File: config.mk
export PLATFORM = sky130hd
export DESIGN_NAME = snoop_port_arbiter
export DESIGN_NICKNAME = d
export VERILOG_FILES = /design/src/rtl/snoop_port_arbiter.sv
export SDC_FILE = /design/constraint.sdc
export NUM_CORES = 1
export LEC_CHECK = 0
export CAP_MARGIN = 15
export CORE_AREA = 2 2 145 147
export CTS_CLUSTER_DIAMETER = 200
export CTS_CLUSTER_SIZE = 14
export DETAILED_ROUTE_END_ITERATION = 12
export DIE_AREA = 0 0 147 149
export PLACE_DENSITY = 0.53
export SYNTH_ARGS = -nofsm -noshare
export SYNTH_HDL_FRONTEND = slang
export SYNTH_SLANG_ARGS = --single-unit
File: constraint.sdc
create_clock -name clk_i -period 2.5 [get_ports clk_i]
set_input_delay 0.375 -clock clk_i [delete_from_list [all_inputs] [get_ports clk_i]]
set_output_delay 0.375 -clock clk_i [all_outputs]
set_load 0.005 [all_outputs]
File: src/rtl/snoop_port_arbiter.sv
// Round-robin arbiter sharing one cache ACE snoop port (AC/CR/CD) between NumReq
// snoop sources; one complete snoop transaction is served at a time.
module snoop_port_arbiter #(
  parameter int unsigned NumReq    = 2,
  parameter int unsigned AddrWidth = 64,
  parameter int unsigned DataWidth = 64,
  parameter int unsigned IdxWidth  = (NumReq > 1) ? $clog2(NumReq) : 1
) (
  input  logic                                 clk_i,
  input  logic                                 rst_i,
  // source side
  input  logic [NumReq-1:0]                    req_ac_valid_i,
  output logic [NumReq-1:0]                    req_ac_ready_o,
  input  logic [NumReq-1:0][AddrWidth-1:0]     req_ac_addr_i,
  input  logic [NumReq-1:0][3:0]               req_ac_snoop_i,
  input  logic [NumReq-1:0][2:0]               req_ac_prot_i,
  output logic [NumReq-1:0]                    req_cr_valid_o,
  input  logic [NumReq-1:0]                    req_cr_ready_i,
  output logic [4:0]                           req_cr_resp_o,
  output logic [NumReq-1:0]                    req_cd_valid_o,
  input  logic [NumReq-1:0]                    req_cd_ready_i,
  output logic [DataWidth-1:0]                 req_cd_data_o,
  output logic                                 req_cd_last_o,
  // cache side
  output logic                                 ac_valid_o,
  input  logic                                 ac_ready_i,
  output logic [AddrWidth-1:0]                 ac_addr_o,
  output logic [3:0]                           ac_snoop_o,
  output logic [2:0]                           ac_prot_o,
  input  logic                                 cr_valid_i,
  output logic                                 cr_ready_o,
  input  logic [4:0]                           cr_resp_i,
  input  logic                                 cd_valid_i,
  output logic                                 cd_ready_o,
  input  logic [DataWidth-1:0]                 cd_data_i,
  input  logic                                 cd_last_i,
  // status
  output logic                                 busy_o,
  output logic [IdxWidth-1:0]                  owner_o
);

  typedef enum logic [1:0] {
    ST_IDLE,
    ST_AC,
    ST_CR,
    ST_CD
  } state_e;

  state_e                state_q;
  logic [IdxWidth-1:0]   owner_q;
  logic [IdxWidth-1:0]   last_q;
  logic [AddrWidth-1:0]  addr_q;
  logic [3:0]            snoop_q;
  logic [2:0]            prot_q;
  logic                  ac_valid_q;
  logic                  busy_q;

  logic [IdxWidth-1:0]   winner;
  logic [IdxWidth-1:0]   cand;
  logic                  grant_valid;
  logic                  accept;

  // Cyclic search starting right after the last served source, so that source
  // ends up with the lowest priority.
  always_comb begin
    winner      = '0;
    cand        = '0;
    grant_valid = 1'b0;
    for (int unsigned i = 1; i <= NumReq; i++) begin
      cand = IdxWidth'((32'(last_q) + i) % NumReq);
      if (!grant_valid && req_ac_valid_i[cand]) begin
        grant_valid = 1'b1;
        winner      = cand;
      end
    end
  end

  assign accept = (state_q == ST_IDLE) && grant_valid && !rst_i;

  always_comb begin
    req_ac_ready_o = '0;
    if (accept) begin
      req_ac_ready_o[winner] = 1'b1;
    end
  end

  // CR/CD are steered to the owner only; everything is quiet outside CR/CD.
  always_comb begin
    req_cr_valid_o = '0;
    cr_ready_o     = 1'b0;
    req_cr_resp_o  = '0;
    req_cd_valid_o = '0;
    cd_ready_o     = 1'b0;
    req_cd_data_o  = '0;
    req_cd_last_o  = 1'b0;
    if (state_q == ST_CR) begin
      req_cr_valid_o[owner_q] = cr_valid_i;
      cr_ready_o              = req_cr_ready_i[owner_q];
      req_cr_resp_o           = cr_resp_i;
    end
    if (state_q == ST_CD) begin
      req_cd_valid_o[owner_q] = cd_valid_i;
      cd_ready_o              = req_cd_ready_i[owner_q];
      req_cd_data_o           = cd_data_i;
      req_cd_last_o           = cd_last_i;
    end
  end

  always_ff @(posedge clk_i) begin
    if (rst_i) begin
      state_q    <= ST_IDLE;
      owner_q    <= '0;
      last_q     <= IdxWidth'(NumReq - 1);
      addr_q     <= '0;
      snoop_q    <= '0;
      prot_q     <= '0;
      ac_valid_q <= 1'b0;
      busy_q     <= 1'b0;
    end else begin
      case (state_q)
        ST_IDLE: begin
          if (accept) begin
            addr_q     <= req_ac_addr_i[winner];
            snoop_q    <= req_ac_snoop_i[winner];
            prot_q     <= req_ac_prot_i[winner];
            owner_q    <= winner;
            last_q     <= winner;
            ac_valid_q <= 1'b1;
            busy_q     <= 1'b1;
            state_q    <= ST_AC;
          end
        end
        ST_AC: begin
          if (ac_ready_i) begin
            ac_valid_q <= 1'b0;
            state_q    <= ST_CR;
          end
        end
        ST_CR: begin
          if (cr_valid_i && cr_ready_o) begin
            if (cr_resp_i[0]) begin
              state_q <= ST_CD;
            end else begin
              busy_q  <= 1'b0;
              state_q <= ST_IDLE;
            end
          end
        end
        ST_CD: begin
          if (cd_valid_i && cd_ready_o && cd_last_i) begin
            busy_q  <= 1'b0;
            state_q <= ST_IDLE;
          end
        end
        default: begin
          ac_valid_q <= 1'b0;
          busy_q     <= 1'b0;
          state_q    <= ST_IDLE;
        end
      endcase
    end
  end

  assign ac_valid_o = ac_valid_q;
  assign ac_addr_o  = addr_q;
  assign ac_snoop_o = snoop_q;
  assign ac_prot_o  = prot_q;
  assign busy_o     = busy_q;
  assign owner_o    = owner_q;

endmodule

==> impl_metrics.csv <==
group,metric,value,unit
worst_setup_path,cp_top_family,"buffers and inverters",
sta,setup_tns,0,ps
finish,final_cell_mix,"clkdlybuf4s50_1 (373), nand2_1 (150), nor2_1 (81), dfxtp_1 (75), a311oi_1 (71)",
placement,port_buffers,374,
clock_tree,clk_path_buf_depth,2,
clock_tree,clkLatencyLatePin,340,ps
finish,final_layout_size_suffix_gt1_share,4.407,%
finish,final_common_cell,"clkdlybuf4s50_1",
yosys,ys_async_sr_fraction,0,%
clock_tree,postCtsSetupRepairBufs,0,
placement,placed_cells,1144,
status,status,"completed",
worst_setup_path,path_max_fanout,3,
grt,grt_overflow,0,
clock_tree,numCtsBuffers,9,
yosys,yosysSeqAreaShare,39.58,%
clock_tree,htree_levels,3,
detailed_routing,routed-via-count,5144,
placement,dp_hpwl,15.17,mm
worst_setup_path,cp-start-kind,"input port",
yosys,synth_warnings,0,
die,die_w,147,um
die,ios,375,
die,die-area,21900,um2
detailed_routing,drc,0,
yosys,synthesis.nets,756,
grt,grt_pass1_vias,4842,
yosys,synth_edf_count,0,
yosys,syn_inst,533,
clock_tree,cts_resized,0,
die,start_util,18.95,%
sta,slew_headroom,66.83,%
worst_setup_path,critPathRequiredTime,2120,ps
yosys,synth_flop_cell,"dfxtp_1",
yosys,syn_avg_cell_area,7.308,um2
yosys,netlist.top_cell.by_area,"dfxtp_1",
worst_setup_path,path_buf_inv,3,
finish,fin_area,8255,um2
finish,fill_cells,2153,
worst_setup_path,r2r_slack,690,ps
finish,final_util,40.16,%
clock_tree,root_buffer,"clkbuf_16",
grt,antenna_found_initial,0,
sta,drv_slew,0,
sta,rsz0062_at_grt,"false",
clock_tree,cts_tree,"done",
grt,grt_pass1_wl,28.87,mm
worst_setup_path,arrival,2040,ps
sta,finalHoldViolations,0,
clock_tree,cts_hold_buf,0,
flow_run,maxCapViolCount,0,
sta,worst_pin_slew,497.6,ps
worst_setup_path,cp_slowest_stage_delay,550,ps
worst_setup_path,path_cells,"clkdlybuf4s50_1, buf_4, nand2_1, and2_2, nor2_1, clkdlybuf4s50_1",
grt,grt_util_all_layers,17.33,%
detailed_routing,drt_iter0_markers,237,
yosys,ys_types,28,
die,core,20560,um2
finish,area_growth,111.9,%
finish,antenna_cells,0,
worst_setup_path,critPathKind,"in2out",
clock_tree,clk_pin_slew,60,ps
power,p_per_area,657.6,nW/um2
power,leakage,0.003253,uW
finish,nets,1103,
placement,place_congestion,0.7659,
detailed_routing,routed_wl,20.09,mm
grt,grt_max_degree,91,
detailed_routing,wl_per_cell,17.31,um
sta,min_period,2411,ps
worst_setup_path,cpMaxStageDelayCell,"clkdlybuf4s50_1",
worst_setup_path,crit_path_end_kind,"output pin",
sta,fmax,0.4148,GHz
clock_tree,clock-sinks,77,
finish,fin_cells,1160,
yosys,synth_seq_cells,77,
detailed_routing,vias_per_cell,4.434,
sta,min_period_over_period,96.44,%
yosys,synth_top_area_share,39.58,%
die,dieHeight,149,um
sta,setup_viol,0,
yosys,syn_area,3895,um2
die,rows,53,
worst_setup_path,path_common_cell,"clkdlybuf4s50_1",
sta,skew,7.683,ps
min_path,holdCritPathClass,"in2reg",
yosys,synth.area.top_cells,"dfxtp_1 (40%), a311oi_1 (16%), nand2_1 (15%)",
power,power,5429,uW
power,ir_drop,295.8,uV
detailed_routing,drt_pass1_iterations,4,
placement,dpl-instance-area,7949,um2
detailed_routing,antenna_left,0,
-- routing by layer --
metal  vias to the layer above  GRT usage, %  share of wire [%]
li1                       2564             -                  -
met1                      2319         17.80                 36
met2                       240         33.00                 53
met3                        21         5.810                8.2
met4                         0         5.817                2.6
met5                         -             0                  0
-- worst reg2reg max path, stage by stage (launching register included) --
cell	delay, ps
dfxtp_2	360
buf_4	260
nor4_4	360
buf_12	370
nor2_1	120
a311oi_1	260
-- Yosys cell counts, drive strengths merged, types with 2 or more instances --
library cell / number
nand2b: 2
inv: 2
and3: 66
nor2: 81
and2: 6
buf: 10
nor2b: 2
a311oi: 71
nor3: 3
nand2: 151
a21oi: 3
nand3: 2
dfxtp: 77
clkbuf: 44
-- worst paths after layout --
| check | from | end | depth (start not counted) |
|---|---|---|---|
| max | req_ac_valid_i[0] | req_ac_ready_o[0] | 6 |
| min | rst_i | last_q | 3 |
| max reg2reg | state_q[1] | ac_addr_o[49] | 5 |
| min reg2reg | ac_addr_o[55] | ac_addr_o[55] | 2 |
-- cells by family (layout without fill, tap and decap cells) --
group	after synthesis	in the layout	synth area share, %
buf+inv	56	408	5.782
compound gates	81	81	17.80
simple gates	317	317	36.30
mux	2	2	0.5461
flops	77	77	39.58
-- per-stage QoR --
stage / setup slack, ps / hold WS, ps
floorplan: 952.8 / 465.6
global placement: 53.50 / 484.3
detailed placement: 23.58 / 489.2
CTS: 23.76 / 423.4
global route: 24.97 / 459.3
finish: 89.01 / 433.5
-- registers in the layout, summed over array words and instances, names as in the netlist --
signal,cells
ac_addr_o,64
ac_snoop_o,4
ac_prot_o,3
state_q,2
ac_valid_o,1
busy_o,1
last_q,1
owner_o,1
-- power breakdown --
group          internal, uW  switching, uW
Clock                   788            592
Combinational          1320           1040
Sequential             1510            172
-- area by class of cell --
type | count | area (um2) | area share [%]
Tap cell | 275 | 344.1 | 4.168
Timing Repair Buffer | 390 | 3921 | 47.50
Clock inverter | 7 | 81.33 | 0.9851
Sequential cell | 77 | 1544 | 18.70
Inverter | 2 | 7.507 | 0.09094
Multi-Input combinational cell | 400 | 2132 | 25.83
Clock buffer | 9 | 225.2 | 2.728
Power figures use the tool's default switching activity.
